`config.mk`:
```
export PLATFORM = sky130hd
export DESIGN_NAME = data_mem_master
export DESIGN_NICKNAME = d
export VERILOG_FILES = /design/src/rtl/data_mem_master.sv
export SDC_FILE = /design/constraint.sdc
export NUM_CORES = 1
export LEC_CHECK = 0
export ABC_AREA = 0
export BUFFER_PORTS_ARGS = -buffer_cell sky130_fd_sc_hd__buf_2
export CAP_MARGIN = 20
export CORE_ASPECT_RATIO = 0.5
export CORE_MARGIN = 10
export CORE_UTILIZATION = 54
export DETAILED_ROUTE_END_ITERATION = 12
export PLACE_DENSITY = 0.8
export SLEW_MARGIN = 20
export SYNTH_ARGS = -nofsm -noshare
export SYNTH_HDL_FRONTEND = slang
export SYNTH_SLANG_ARGS = --single-unit
export TNS_END_PERCENT = 50
```
`constraint.sdc`:
```
create_clock -name clk -period 10.8 [get_ports clk]
set_input_delay 1.62 -clock clk [delete_from_list [all_inputs] [get_ports clk]]
set_output_delay 1.62 -clock clk [all_outputs]
set_load 0.02 [all_outputs]
```
`src/rtl/data_mem_master.sv`:
```
// data_mem_master: CPU load/store requests to data_mem transactions.
// Ports: clk/reset (sync, active-low); req_* valid/ready request from the MEM stage;
// resp_valid/resp_rdata/resp_err one-cycle response; mem_* drive data_mem, mem_rdata
// is its combinational read data. Sub-dword stores become one byte write per cycle.
module data_mem_master #(
  parameter logic [63:0] DATA_START = 64'h10000000,
  parameter logic [63:0] DATA_BYTES = 64'h8000
) (
  input  logic        clk,
  input  logic        reset,
  input  logic        req_valid,
  output logic        req_ready,
  input  logic        req_we,
  input  logic [1:0]  req_size,
  input  logic        req_signed,
  input  logic [63:0] req_addr,
  input  logic [63:0] req_wdata,
  output logic        resp_valid,
  output logic [63:0] resp_rdata,
  output logic        resp_err,
  output logic [63:0] mem_addr,
  output logic [63:0] mem_wdata,
  output logic        mem_word_we,
  output logic        mem_byte_we,
  input  logic [63:0] mem_rdata
);
  typedef enum logic [1:0] {IDLE, LOAD, STORE, RESP} state_t;
  state_t state;
  logic [63:0] addr, wdata, sh, ext, nbyte;
  logic [1:0]  size, k, nk;
  logic        sgn, last, bad;
  logic [2:0]  mask;
  logic [64:0] req_end, lim;
  assign req_ready = state == IDLE;
  always_comb begin
    mask    = 3'((4'd1 << req_size) - 4'd1);
    req_end = {1'b0, req_addr} + (65'd1 << req_size);
    lim     = {1'b0, DATA_START} + {1'b0, DATA_BYTES};
    bad     = |(req_addr[2:0] & mask) || req_addr < DATA_START || req_end > lim;
    sh      = mem_rdata >> {addr[2:0], 3'b000};
    ext     = size == 2'd0 ? {{56{sgn & sh[7]}}, sh[7:0]} :
              size == 2'd1 ? {{48{sgn & sh[15]}}, sh[15:0]} :
              size == 2'd2 ? {{32{sgn & sh[31]}}, sh[31:0]} : sh;
    nk      = k + 2'd1;
    nbyte   = wdata >> {nk, 3'b000};
    // last byte index of a sub-dword store: 0 for byte, 1 for half, 3 for word32
    last    = k == (size == 2'd2 ? 2'd3 : {1'b0, size[0]});
  end
  // Outputs are loaded one edge early so every strobe is a clean register output
  always_ff @(posedge clk) begin
    if (!reset) begin
      state       <= IDLE;
      addr        <= '0;
      wdata       <= '0;
      size        <= '0;
      sgn         <= 1'b0;
      k           <= '0;
      resp_valid  <= 1'b0;
      resp_err    <= 1'b0;
      resp_rdata  <= '0;
      mem_addr    <= '0;
      mem_wdata   <= '0;
      mem_word_we <= 1'b0;
      mem_byte_we <= 1'b0;
    end else begin
      case (state)
        IDLE: if (req_valid) begin
          addr  <= req_addr;
          wdata <= req_wdata;
          size  <= req_size;
          sgn   <= req_signed;
          k     <= '0;
          if (bad) begin
            state      <= RESP;
            resp_valid <= 1'b1;
            resp_err   <= 1'b1;
          end else if (!req_we) begin
            state    <= LOAD;
            mem_addr <= {req_addr[63:3], 3'b000};
          end else begin
            state       <= STORE;
            mem_word_we <= req_size == 2'd3;
            mem_byte_we <= req_size != 2'd3;
            mem_addr    <= req_size == 2'd3 ? {req_addr[63:3], 3'b000} : req_addr;
            mem_wdata   <= req_size == 2'd3 ? req_wdata : {56'b0, req_wdata[7:0]};
          end
        end
        LOAD: begin
          state      <= RESP;
          resp_rdata <= ext;
          resp_valid <= 1'b1;
          resp_err   <= 1'b0;
        end
        STORE: if (size == 2'd3 || last) begin
          state       <= RESP;
          mem_word_we <= 1'b0;
          mem_byte_we <= 1'b0;
          resp_valid  <= 1'b1;
          resp_err    <= 1'b0;
        end else begin
          k         <= nk;
          mem_addr  <= addr + {62'b0, nk};
          mem_wdata <= {56'b0, nbyte[7:0]};
        end
        default: begin
          state      <= IDLE;
          resp_valid <= 1'b0;
          resp_err   <= 1'b0;
        end
      endcase
    end
  end
endmodule

```
==> impl_metrics.prom <==
# TYPE chip_impl_metric gauge
chip_impl_metric{name="fin_tns_setup",unit="ns"} 0
chip_impl_metric{name="reg2reg_slack",unit="ns"} 6.74
chip_impl_metric{name="stdcell_area",unit="sq um"} 19500
chip_impl_metric{name="grt.total_usage",unit="%"} 27.1
chip_impl_info{name="grt_setup_unrepaired",value="false"} 1
chip_impl_metric{name="fin_hold_ws",unit="ns"} 0.454
chip_impl_metric{name="clkSinkCount",unit=""} 299
chip_impl_metric{name="cts_hold_buffers",unit=""} 0
chip_impl_metric{name="number_of_buffers_between_clock_root_and_the_deepest_sink",unit=""} 3
chip_impl_metric{name="drt-vias-per-instance",unit=""} 5.85
chip_impl_metric{name="report.power.total",unit="mW"} 4.19
chip_impl_metric{name="core_region_area",unit="sq um"} 30300
chip_impl_metric{name="max_freq",unit="MHz"} 159
chip_impl_metric{name="post-route-drc-count",unit=""} 0
chip_impl_info{name="highest_count_cells_in_the_layout_ignoring_fill_and_taps",value="sky130_fd_sc_hd__nand2_1, sky130_fd_sc_hd__buf_2, sky130_fd_sc_hd__dfxtp_1"} 1
chip_impl_metric{name="routed_wire_length_per_instance",unit="microns"} 19.7
chip_impl_metric{name="worst_slew_pin_slew",unit="ns"} 1.11
chip_impl_metric{name="pin_count",unit=""} 396
chip_impl_metric{name="finalSetupViolations",unit=""} 0
chip_impl_metric{name="worst_skew_pair.late_latency",unit="ns"} 0.58
chip_impl_metric{name="power.density_cell_area",unit="nW/um^2"} 215
chip_impl_metric{name="cts_made_buffers",unit=""} 28
chip_impl_metric{name="grt-ovfl-total",unit=""} 0
chip_impl_info{name="root_buffer",value="sky130_fd_sc_hd__clkbuf_16"} 1
chip_impl_metric{name="grt_max_degree",unit=""} 103
chip_impl_metric{name="grt_pass1_vias",unit=""} 15414
chip_impl_metric{name="die_h",unit="microns"} 144
chip_impl_metric{name="normalized_max_slew_margin",unit="%"} 25.9
chip_impl_metric{name="sequential_to_total_area_share_from_yosys_stat",unit="%"} 36.1
chip_impl_metric{name="antenna_found_initial",unit=""} 7
chip_impl_metric{name="critical_path_peak_fanout",unit=""} 56
chip_impl_info{name="setup.worst_path.end_class",value="register"} 1
chip_impl_metric{name="synth_seq_cells",unit=""} 299
chip_impl_metric{name="clock_tree.htree_level_count",unit=""} 1
chip_impl_metric{name="place_worst_setup_slack",unit="ns"} 4.16
chip_impl_metric{name="synthArstFlopShare",unit="%"} 0
chip_impl_metric{name="post_detailed_placement_cell_area",unit="sq um"} 18500
chip_impl_info{name="critical_path_class",value="in2reg"} 1
chip_impl_metric{name="gp_congestion",unit=""} 0.958
chip_impl_metric{name="crit_required",unit="ns"} 11.27
chip_impl_metric{name="dpl.hpwl",unit="mm"} 40.5
chip_impl_metric{name="dr.first_iter.drc_count",unit=""} 1483
chip_impl_metric{name="postCtsResizedCells",unit=""} 0
chip_impl_metric{name="areaGrowthSynthToFinish",unit="%"} 17.6
chip_impl_metric{name="die-width",unit="microns"} 268
chip_impl_metric{name="hold_viol_final",unit=""} 0
chip_impl_info{name="outcome",value="finished, final reports clean"} 1
chip_impl_metric{name="fin_crit_sh",unit="%"} 58.1
chip_impl_info{name="cts_tree",value="yes"} 1
chip_impl_info{name="timing.hold.worst.class",value="reg2reg"} 1
chip_impl_metric{name="vias",unit=""} 16429
chip_impl_metric{name="worstPathArrival",unit="ns"} 6.75
chip_impl_metric{name="rows",unit=""} 45
chip_impl_metric{name="finalNonFillerCells",unit=""} 2810
chip_impl_metric{name="leakagePower",unit="nW"} 8.19
chip_impl_metric{name="post_synth_num_cell_types",unit=""} 71
chip_impl_metric{name="clkSlewWorstSetupHoldPaths",unit="ns"} 0.07
chip_impl_metric{name="layout-drive-gt1-share",unit="%"} 21.9
chip_impl_metric{name="synth_area_per_cell",unit="sq um"} 7.83
chip_impl_metric{name="die-area",unit="sq um"} 38500
chip_impl_metric{name="nets_final",unit=""} 2596
chip_impl_info{name="synth_area_leaders",value="sky130_fd_sc_hd__dfxtp_1, sky130_fd_sc_hd__nand2_1, sky130_fd_sc_hd__mux2i_1, sky130_fd_sc_hd__a21oi_1, sky130_fd_sc_hd__clkbuf_1"} 1
chip_impl_metric{name="worst_clock_skew",unit="ns"} 0.0162
chip_impl_metric{name="yosys_synthesis_warning_count",unit=""} 0
chip_impl_metric{name="maxCapViolations",unit=""} 0
chip_impl_metric{name="finalCoreUtilization",unit="%"} 64.3
chip_impl_info{name="cp-start-kind",value="primary input"} 1
chip_impl_metric{name="drt-total-wl",unit="mm"} 55.5
chip_impl_metric{name="number_of_nets_still_failing_antenna_checks_after_routing",unit=""} 0
chip_impl_metric{name="netlist_area",unit="sq um"} 16600
chip_impl_metric{name="vdd.ir_drop.worst",unit="mV"} 0.155
chip_impl_metric{name="synth_enable_flop_cells",unit=""} 0
chip_impl_metric{name="period_minus_slack",unit="ns"} 6.27
chip_impl_metric{name="maxSlewViolCount",unit=""} 0
chip_impl_info{name="yosysTopAreaCell",value="sky130_fd_sc_hd__dfxtp_1"} 1
chip_impl_metric{name="synth.top_cell.area_share",unit="%"} 36.1
chip_impl_metric{name="placement.io_buffers",unit=""} 395
chip_impl_metric{name="syn-num-nets",unit=""} 2327
chip_impl_info{name="ys_dominant_reg_cell",value="sky130_fd_sc_hd__dfxtp_1"} 1
chip_impl_metric{name="post-cts-setup-buffers",unit=""} 0
chip_impl_metric{name="initial_utilization",unit="%"} 54.7
chip_impl_metric{name="drt-pass1-iter-count",unit=""} 5
chip_impl_info{name="layout_commonest_cell",value="sky130_fd_sc_hd__nand2_1"} 1
chip_impl_metric{name="first_pass_grt_wire_length",unit="mm"} 85.4
chip_impl_metric{name="syn_inst",unit=""} 2114
chip_impl_metric{name="number_of_placed_cells_counting_well_taps",unit=""} 2751
chip_impl_metric{name="fin_ws",unit="ns"} 4.53
critical path, cell delays in order:
cell and delay [ns]:
sky130_fd_sc_hd__buf_2 0.13, sky130_fd_sc_hd__nor2_1 0.14, sky130_fd_sc_hd__ha_1 0.21, sky130_fd_sc_hd__inv_1 0.07, sky130_fd_sc_hd__fa_1 0.42, sky130_fd_sc_hd__and2b_1 0.32
sky130_fd_sc_hd__o221ai_4 0.21, sky130_fd_sc_hd__nor4_1 0.52, sky130_fd_sc_hd__mux2_2 0.24, sky130_fd_sc_hd__a41oi_1 0.04, sky130_fd_sc_hd__nor4_1 0.38, sky130_fd_sc_hd__nand4_1 0.42
sky130_fd_sc_hd__o31ai_4 0.79, sky130_fd_sc_hd__nand2_4 0.74, sky130_fd_sc_hd__mux2i_1 0.44
layer usage:
layer  up-vias  GRT usage (%)  part of all wire, %  routed length [microns]
met1      7757           34.1                   42                    23000
li1       7960              -                    -                        -
met5         -              0                    0                        0
met4         0           7.72                  2.6                     1440
met3       100           4.21                  6.2                     3440
met2       612           47.6                   50                    27600
cell usage after synthesis, types with 32 or more instances:
library cell               count
sky130_fd_sc_hd__nand2_1     545
sky130_fd_sc_hd__clkbuf_1    122
sky130_fd_sc_hd__a21oi_1     200
sky130_fd_sc_hd__mux2i_1     173
sky130_fd_sc_hd__o211ai_1     39
sky130_fd_sc_hd__o21ai_0      79
sky130_fd_sc_hd__xor2_1       50
sky130_fd_sc_hd__dfxtp_1     299
sky130_fd_sc_hd__xnor2_1      39
sky130_fd_sc_hd__nand4_1      44
sky130_fd_sc_hd__nor2_1       82
sky130_fd_sc_hd__nand3_1      56
sky130_fd_sc_hd__nor3_1       32
state kept, by name, summed over array words and instances, names as in the netlist:
register / count
wdata: 32
sgn: 1
mem_word_we: 1
size: 2
mem_wdata: 64
addr: 64
mem_byte_we: 1
mem_addr: 64
state: 2
resp_valid: 1
resp_rdata: 64
k: 2
resp_err: 1
cells by family after synthesis:
group,Yosys count,synth area share (%)
AOI/OAI and AO/OA,430,15.7
xor gates and xnor gates,89,4.71
adders and majority gates,14,1.15
buffers and inverters,190,4.75
DFF,299,36.1
muxes,201,13.2
and+or+nand+nor,891,24.3
layout make-up:
class,instances,area [sq um]
timing repair buffer,407,2080
clock inverter,11,129
inverter,22,83.8
clock buffer,40,847
multi-input combinational,1625,9830
fill,2690,10800
sequential,299,5990
tap,399,499
antenna,7,17.5
path summary, 6_finish.rpt:
check	start	depth (start not counted)	to
worst min-delay path	mem_addr[38]$_SDFFE_PN0P_	2	mem_addr[38]$_SDFFE_PN0P_
worst max register to register	addr[0]$_SDFFE_PN0P_	11	mem_addr[56]$_SDFFE_PN0P_
worst max-delay path	req_size[1]	15	mem_wdata[30]$_SDFFE_PN0P_
worst min register to register	mem_addr[38]$_SDFFE_PN0P_	2	mem_addr[38]$_SDFFE_PN0P_
power by group:
part,switching (mW),total [mW],internal (mW)
sequential,0.189,1.52,1.33
combinational,1.03,1.61,0.577
clock,0.465,1.06,0.595
total,1.69,4.19,2.51
(Power assumes the default switching activity.)
